[config.mk]
export PLATFORM = sky130hd
export DESIGN_NAME = ram_port_arbiter
export DESIGN_NICKNAME = d
export VERILOG_FILES = /design/src/rtl/ram_port_arbiter.sv
export SDC_FILE = /design/constraint.sdc
export NUM_CORES = 1
export LEC_CHECK = 0
export CORE_AREA = 2 2 59 61
export CTS_BUF_LIST = sky130_fd_sc_hd__clkbuf_2 sky130_fd_sc_hd__clkbuf_4 sky130_fd_sc_hd__clkbuf_8
export CTS_CLUSTER_SIZE = 16
export DETAILED_ROUTE_END_ITERATION = 16
export DIE_AREA = 0 0 61 63
export DONT_BUFFER_PORTS = 1
export GPL_ROUTABILITY_DRIVEN = 0
export PLACE_DENSITY_LB_ADDON = 0.1
export SLEW_MARGIN = 20
export SYNTH_ARGS = -nofsm -noshare
export SYNTH_HDL_FRONTEND = slang
export SYNTH_SLANG_ARGS = --single-unit
[constraint.sdc]
create_clock -name clk -period 6.9 [get_ports clk]
set_clock_uncertainty 0.2 [all_clocks]
set_input_delay 1.38 -clock clk [delete_from_list [all_inputs] [get_ports clk]]
set_output_delay 1.38 -clock clk [all_outputs]
set_load 0.02 [all_outputs]
[src/rtl/ram_port_arbiter.sv]
// Shares the single-port 4096x16 RAM between the CPU (port 0) and a secondary master (port 1).
// Fixed CPU priority with a port-1 starvation guard, lockable ownership and per-port read return.
module ram_port_arbiter #(
  parameter int STARVE_LIMIT = 4
) (
  input  logic        clk,
  input  logic        rst,
  input  logic        p0_req,
  input  logic        p0_we,
  input  logic [11:0] p0_addr,
  input  logic [15:0] p0_wdata,
  input  logic        p0_lock,
  output logic        p0_gnt,
  output logic        p0_rvalid,
  output logic [15:0] p0_rdata,
  input  logic        p1_req,
  input  logic        p1_we,
  input  logic [11:0] p1_addr,
  input  logic [15:0] p1_wdata,
  input  logic        p1_lock,
  output logic        p1_gnt,
  output logic        p1_rvalid,
  output logic [15:0] p1_rdata,
  output logic        mem_we,
  output logic [11:0] mem_addr,
  output logic [15:0] mem_din,
  input  logic [15:0] mem_dout,
  output logic [1:0]  dbg_owner,
  output logic [7:0]  dbg_wait1
);

  localparam logic [1:0] IDLE = 2'd0;
  localparam logic [1:0] OWN0 = 2'd1;
  localparam logic [1:0] OWN1 = 2'd2;
  localparam logic [7:0] LIMIT = 8'(STARVE_LIMIT);

  logic [1:0] ownerReg, ownerNext;
  logic [7:0] wait1Reg, wait1Next;
  logic       rdP0Reg, rdP1Reg;
  logic       gnt0, gnt1;

  // Grants are suppressed for the whole time reset is held.
  always_comb begin
    gnt0 = 1'b0;
    gnt1 = 1'b0;
    if (!rst) begin
      case (ownerReg)
        OWN0: gnt0 = p0_req;
        OWN1: gnt1 = p1_req;
        default: begin
          if (p0_req && p1_req) begin
            if (wait1Reg == LIMIT) gnt1 = 1'b1;
            else                   gnt0 = 1'b1;
          end else begin
            gnt0 = p0_req;
            gnt1 = p1_req;
          end
        end
      endcase
    end
  end

  always_comb begin
    ownerNext = ownerReg;
    case (ownerReg)
      OWN0: if (!p0_lock) ownerNext = IDLE;
      OWN1: if (!p1_lock) ownerNext = IDLE;
      default: begin
        ownerNext = IDLE;
        if (gnt0 && p0_lock)      ownerNext = OWN0;
        else if (gnt1 && p1_lock) ownerNext = OWN1;
      end
    endcase
  end

  always_comb begin
    wait1Next = wait1Reg;
    if (gnt1)                            wait1Next = 8'd0;
    else if (p1_req && wait1Reg < LIMIT) wait1Next = wait1Reg + 8'd1;
  end

  always_ff @(posedge clk or posedge rst) begin
    if (rst) begin
      ownerReg <= IDLE;
      wait1Reg <= 8'd0;
      rdP0Reg  <= 1'b0;
      rdP1Reg  <= 1'b0;
    end else begin
      ownerReg <= ownerNext;
      wait1Reg <= wait1Next;
      rdP0Reg  <= gnt0 & ~p0_we;
      rdP1Reg  <= gnt1 & ~p1_we;
    end
  end

  // Port 0 drives the address/data bus whenever port 1 is not granted.
  assign mem_we   = (gnt0 & p0_we) | (gnt1 & p1_we);
  assign mem_addr = gnt1 ? p1_addr  : p0_addr;
  assign mem_din  = gnt1 ? p1_wdata : p0_wdata;

  assign p0_gnt    = gnt0;
  assign p1_gnt    = gnt1;
  assign p0_rvalid = rdP0Reg;
  assign p1_rvalid = rdP1Reg;
  assign p0_rdata  = mem_dout;
  assign p1_rdata  = mem_dout;
  assign dbg_owner = ownerReg;
  assign dbg_wait1 = wait1Reg;

endmodule

### Word-level counts from Yosys, hierarchy flattened

Cells that the tools add are included.

* bits of input ports: 80
* word-level logic and storage cells: 41
* flip-flop bits (word level): 12
* output and inout port bits: 75

* eq/ne operators: 5
* bitwise operators: 7
* reductions and logical operators: 6
* magnitude comparators: 1
* mux-type cells: 17
* add/sub/neg operators: 1

Operators with widths (count)
* 2-to-1 mux 16 bit: 1
* 2-to-1 mux 8 bit: 2
* 2-to-1 mux 12 bit: 1
* adder 8 x 1 -> 8 bit, second input constant: 1
* == test 8 x 3 -> 1 bit, second input constant: 1
* < comparator 8 x 3 -> 1 bit, second input constant: 1
* 2-to-1 mux 2 bit: 4
* 2-to-1 mux 1 bit: 6
* bitwise AND 1 bit: 4
* logical AND 1 bit: 4
* inequality test 2 bit, second input constant: 2
* case mux 1 bit (2 select lines): 2
* case mux 2 bit (2 select lines): 1
* == test 2 x 1 -> 1 bit, second input constant: 1
* == test 2 bit, second input constant: 1
* NOT 1 bit: 2
* AND reduction 2 bit: 1
* nonzero test 2 bit: 1
* OR 1 bit: 1

### Logic depth before layout (Yosys ltp)

* depth after elaboration: 9
* depth in mapped cells: 6
* gate-level depth less buffers: 6

### Worst setup path after synthesis

No wires, ideal clock.

* kind: input to output
* start: input rst
* end: output mem_din[14]
* path slack: 2619 ps
* path buffers: 1
* required time: 5320 ps
* cell stages on the path: 5
* data arrival time: 2701 ps
* cells stage by stage: inv_1 -> o211ai_1 -> a41oi_2 -> buf_6 -> mux2_1

* cells in the longest elaborated chain, start to end: 2

RTL lines
* start: declaration: RTL line 7 `input logic rst,`
* 2-to-1 mux 1 bit: RTL line 46 `if (!rst) begin`
* 2-to-1 mux 16 bit: RTL line 99 `assign mem_din = gnt1 ? p1_wdata : p0_wdata;`
* end: declaration: RTL line 26 `output logic [15:0] mem_din,`

Every way passes these cells.

### Worst setup path after layout

Same ends and word-level chain as after synthesis.

==> results.yml <==
drt:
  number_of_vias_per_cell: 5.17
  iteration_0_drc_count_of_the_detailed_router: 37
  number_of_remaining_drc_errors: 0
  vias: 677
  drtPass1Iterations: 4
  ant_nets: 0
  wl_um: 2930
  post_drt_wl_per_cell_um: 22.4
layout:
  final_cell_mix: "sky130_fd_sc_hd__mux2_2, sky130_fd_sc_hd__dfrtp_1, sky130_fd_sc_hd__nor2b_1, sky130_fd_sc_hd__nor2_1, sky130_fd_sc_hd__inv_1"
  sequential_cell_area_um2: 300
  fillCellCount: 339
  final_nets: 170
  area.growth.synth_to_final_pct: -14.4
  multi_input_comb_area_um2: 578
  most_common_cell_after_layout_fill_and_taps_aside: "sky130_fd_sc_hd__mux2_2"
  antenna-diode-count: 0
  post_layout_nonfiller_instances: 131
  final_area_um2: 1000
  post-route-util_pct: 31.0
  final_layout_size_suffix_gt1_share_pct: 40.0
pwr:
  static_leakage_nw: 0.420
  net_switching_power_figure_uw: 107
  power_per_cell_area_nw_per_um2: 256
  seqPwrFrac_pct: 40.0
  switching_part_of_the_total_power_pct: 41.9
  internal-power_uw: 149
  irDropWorstVdd_v: 0.0000774
  p_clk_share_pct: 22.4
  power.combinational.fraction_pct: 37.7
cts:
  clock_tree.root_cell: "sky130_fd_sc_hd__clkbuf_4"
  worst_skew_pair.late_latency_ns: 0.27
  cts_setup_buffers: 0
  clock_path_buffers: 2
  cts-resized-gates: 0
  cts_buffers: 3
  tritoncts: "yes"
  cts_max_level: 1
  cts_hold_buffers: 0
  clk_sink_count: 12
  cts.clk_slew.worst_paths_ns: 0.08
global_route:
  first_global_vias: 679
  grt.met1_usage_pct: 18.9
  pin_count_of_the_biggest_net_entering_global_routing: 25
  all_layer_global_routing_usage_pct: 14.6
  grt.busiest_layer: "met2"
  grt_first_pass_wirelength_um: 4040
  gr-total-overflow: 0
  grt_use_met2_pct: 21.2
  antenna_found_initial: 0
  grtUsageMet3_pct: 7.04
critical_path:
  path_max_fanout: 24
  timing.critical_path.required_ns: 5.32
  setup.worst_path.end_class: "output port"
  setup.worst_path.start_class: "primary input"
  data_arrival_time_of_the_critical_path_ns: 3.53
  timing_worst_setup_path_type: "primary input to output port"
timing:
  final_max_slew_viol_count: 0
  maxClockFrequency_mhz: 196
  holdWs_ns: 0.474
  final_hold_viol_count: 0
  maxSlewHeadroom_pct: 46.8
  finalCritPeriodShare_pct: 74.1
  setup_tns_ns: 0
  worstMarginPinSlew_ns: 0.796
  rsz0062_at_grt: "no"
  final_period_minus_worst_setup_slack_ns: 5.11
  timing.final.setup_violations: 0
min_path:
  hold_path_class: "flip-flop to flip-flop"
floorplanning:
  floorplan.io_pins: 155
  height_of_the_chip_um: 63
  fp.dieArea_um2: 3840
  floorplan.die.width_um: 61
  floorplan.initialDensity_pct: 36.2
  core.rowCount: 21
  core_box_area_um2: 3230
synth:
  syn-mean-instance-area_um2: 10.1
  yosysSeqAreaShare_pct: 25.6
  syn-num-nets: 200
  post_synth_inst_count: 116
  yosys_warnings: 0
  postSynthRegisterBits: 12
  synthesis.area_um2: 1170
  synthDistinctLibCells: 22
placed_design:
  place.detailed.instances: 127
  numPortBuffers: 0
  detailed_place.area_um2: 966
  dp_hpwl_um: 2450
job:
  timing.max_cap.violations: 0
status:
  status: "finished, final reports clean"
[metrics by stage]
stage | worst slack, ns | power (mW)
3_5_place_dp | 1.75 | 0.201
4_1_cts | 1.71 | 0.260
5_1_grt | 1.52 | 0.275
2_1_floorplan | 2.62 | 0.216
6_report | 1.79 | 0.256
3_3_place_gp | 1.80 | 0.201
[worst max-delay path, stage by stage]
cell and delay, ns:
sky130_fd_sc_hd__inv_1 0.36, sky130_fd_sc_hd__o211ai_1 0.23, sky130_fd_sc_hd__a41oi_4 0.69, sky130_fd_sc_hd__buf_4 0.39, sky130_fd_sc_hd__mux2_1 0.45
[state kept, by name (all words and copies together) (netlist names)]
register / flops
p0_rvalid: 1
dbg_wait1: 8
dbg_owner: 2
p1_rvalid: 1
[power by group through the flow]
stage | combinational, mW | sequential (mW) | clock, mW
finish | 0.0967 | 0.102 | 0.0573
global route | 0.105 | 0.106 | 0.0647
global placement | 0.0973 | 0.104 | 0
floorplan | 0.115 | 0.101 | 0
detailed placement | 0.0970 | 0.104 | 0
CTS | 0.0982 | 0.103 | 0.0593
[Yosys cell counts]
cell,number,area (um2)
sky130_fd_sc_hd__a41oi_1,1,8.76
sky130_fd_sc_hd__nand4b_1,1,8.76
sky130_fd_sc_hd__buf_6,3,33.8
sky130_fd_sc_hd__nor3_2,1,10.0
sky130_fd_sc_hd__nand4_1,1,6.26
sky130_fd_sc_hd__dfrtp_1,12,300
sky130_fd_sc_hd__mux2_1,1,11.3
sky130_fd_sc_hd__a22o_1,3,26.3
sky130_fd_sc_hd__mux2i_1,1,10.0
sky130_fd_sc_hd__inv_1,6,22.5
sky130_fd_sc_hd__o221ai_1,1,8.76
sky130_fd_sc_hd__o31ai_1,1,7.51
sky130_fd_sc_hd__mux2_2,27,304
sky130_fd_sc_hd__ha_1,4,50.1
sky130_fd_sc_hd__nand3_1,1,5.00
sky130_fd_sc_hd__xnor2_1,1,8.76
sky130_fd_sc_hd__nand2_1,3,11.3
sky130_fd_sc_hd__buf_4,33,248
sky130_fd_sc_hd__a41oi_2,1,16.3
sky130_fd_sc_hd__nor2_1,6,22.5
sky130_fd_sc_hd__nor2b_1,7,43.8
sky130_fd_sc_hd__o211ai_1,1,7.51
[path summary, 6_finish.rpt]
kind,cells after the start,slack [ns],endpoint,start
worst min-delay path,1,0.47,dbg_wait1[5],dbg_wait1[5]
worst min register to register,1,0.47,dbg_wait1[5],dbg_wait1[5]
max in group asynchronous,1,5.34,dbg_wait1[4],rst
worst max-delay path,5,1.79,mem_din[14],rst
min in group asynchronous,1,0.81,dbg_wait1[0],rst
worst max register to register,6,4.19,dbg_wait1[2],dbg_owner[0]
[cell families after synthesis]
| family | synth area share [%] |
|---|---|
| buffers and inverters | 26.0 |
| multiplexers | 27.8 |
| AND/OR/NAND/NOR | 9.19 |
| flip-flops | 25.6 |
| AO/OA/AOI/OAI | 6.41 |
| adder cells (fa/ha/maj) | 4.27 |
| XOR/XNOR | 0.748 |
[cell type report]
class | count | share of cell area, %
clock buffers | 4 | 3.62
well taps | 46 | 5.74
inverters | 6 | 2.25
multi-input cells | 62 | 57.7
repair buffers | 1 | 0.749
flip-flops and latches | 12 | 30.0
[routing by layer]
layer | vias to the layer above | share of wire [%] | wire length, um
li1 | 307 | - | -
met3 | 2 | 12 | 349
met4 | 0 | 0.48 | 14
met2 | 63 | 50 | 1470
met1 | 305 | 38 | 1100
met5 | - | 0 | 0
(Power assumes the default switching activity.)
==> variant (same flow settings) <==
Put one more register stage on the output `dbg_owner`, with the module's reset. The value now appears one clock later. The other outputs are not delayed to match.
--- a/src/rtl/ram_port_arbiter.sv
+++ b/src/rtl/ram_port_arbiter.sv
@@ -104,7 +104,13 @@
   assign p1_rvalid = rdP1Reg;
   assign p0_rdata  = mem_dout;
   assign p1_rdata  = mem_dout;
-  assign dbg_owner = ownerReg;
+  always_ff @(posedge clk or posedge rst) begin
+    if (rst) begin
+      dbg_owner <= '0;
+    end else begin
+      dbg_owner <= ownerReg;
+    end
+  end
   assign dbg_wait1 = wait1Reg;
 
 endmodule
Function: changed (Yosys sat finds a counterexample within 4 cycles, from zero or initial values and one cycle with rst high).
==> variant against the unedited design <==
- global-route usage rose by 0.12 points
- synthesized area increased by 6.3%
- sequential cell count increased by 2
- synthesized cell count rose by 4.3%
- final area grew 4.9%
- critical path depth unchanged
- power hardly changed
- via count increased by 11%
- clock power is 24% lower
- setup slack improved by 58 ps
- wire length down 2.7%
- core utilization grew 1.5 points
- fmax increased by 1.1%
==> variant: results (changes against the unedited design) <==
| Metric | Value |
|---|---|
| P_comb | 97.7 uW (was 96.7 uW) |
| Syn Inst Count | 121 (was 116) |
| Filler instances | 348 (was 339) |
| Ranking of synthesized cells by area | dfrtp_1, mux2_2, buf_4 (was mux2_2, dfrtp_1, buf_4) |
| Vias/cell | 5.56 (was 5.17) |
| Leakage power | 0.453 nW (was 0.420 nW) |
| Mapped Nets | 205 (was 200) |
| Proportion of layout cells with a drive suffix above 1 | 0.371 (was 0.400) |
| Drt total wl | 2.85 mm (was 2.93 mm) |
| Switching pwr | 105 uW (was 107 uW) |
| Hold Crit Start | ownerReg[1] (was dbg_wait1[5]) |
| Max FO, Critical Path | 23 (was 24) |
| Top cells by count, synth | buf_4, mux2_2, dfrtp_1 (unchanged) |
| Status | complete, no violations (unchanged) |
| Initial DRC count | 46 (was 37) |
| Sequential area share after synthesis | 0.281 (was 0.256) |
| Slew HR | 0.538 (was 0.468) |
| Met1 usage | 0.180 (was 0.189) |
| Routing usage on met2 | 0.228 (was 0.212) |
| Arrival time at the worst endpoint | 3480 ps (was 3530 ps) |
| Mux cell area share after synthesis | 0.261 (was 0.278) |
| Largest net degree at the start of global routing | 24 (was 25) |
| Pre-CTS setup slack | 1760 ps (was 1750 ps) |
| Adder and majority gate portion of the synthesized area | 0.0402 (was 0.0427) |
| Final HPWL DP | 2.51 mm (was 2.45 mm) |
| Final net count | 175 (was 170) |
-- variant: path summary, 6_finish.rpt --
check	endpoint	slack (ps)	depth (start not counted)
setup / recovery	mem_din[2]	1840	5
hold / removal	dbg_owner[1]	250	0
max in group asynchronous	dbg_wait1[0]	5290	1
setup reg to reg	ownerReg[1]	4020	5
min in group asynchronous	p1_rvalid	840	1
hold reg to reg	dbg_owner[1]	250	0
-- variant: per-layer routing --
layer / vias up / wire length [um] / part of all wire
met5: - / 0 / 0
met4: 0 / 26 / 0.0091
met3: 6 / 401 / 0.14
met2: 84 / 1410 / 0.49
met1: 344 / 1020 / 0.36
li1: 317 / - / -
-- variant: cell type report --
type | count | area, sq um | share of cell area
Sequential cell | 14 | 350 | 0.333
Clock buffer | 3 | 22.5 | 0.0214
Inverter | 6 | 22.5 | 0.0214
Multi-Input combinational cell | 65 | 591 | 0.562
Timing Repair Buffer | 1 | 7.51 | 0.00714
Tap cell | 46 | 57.6 | 0.0548
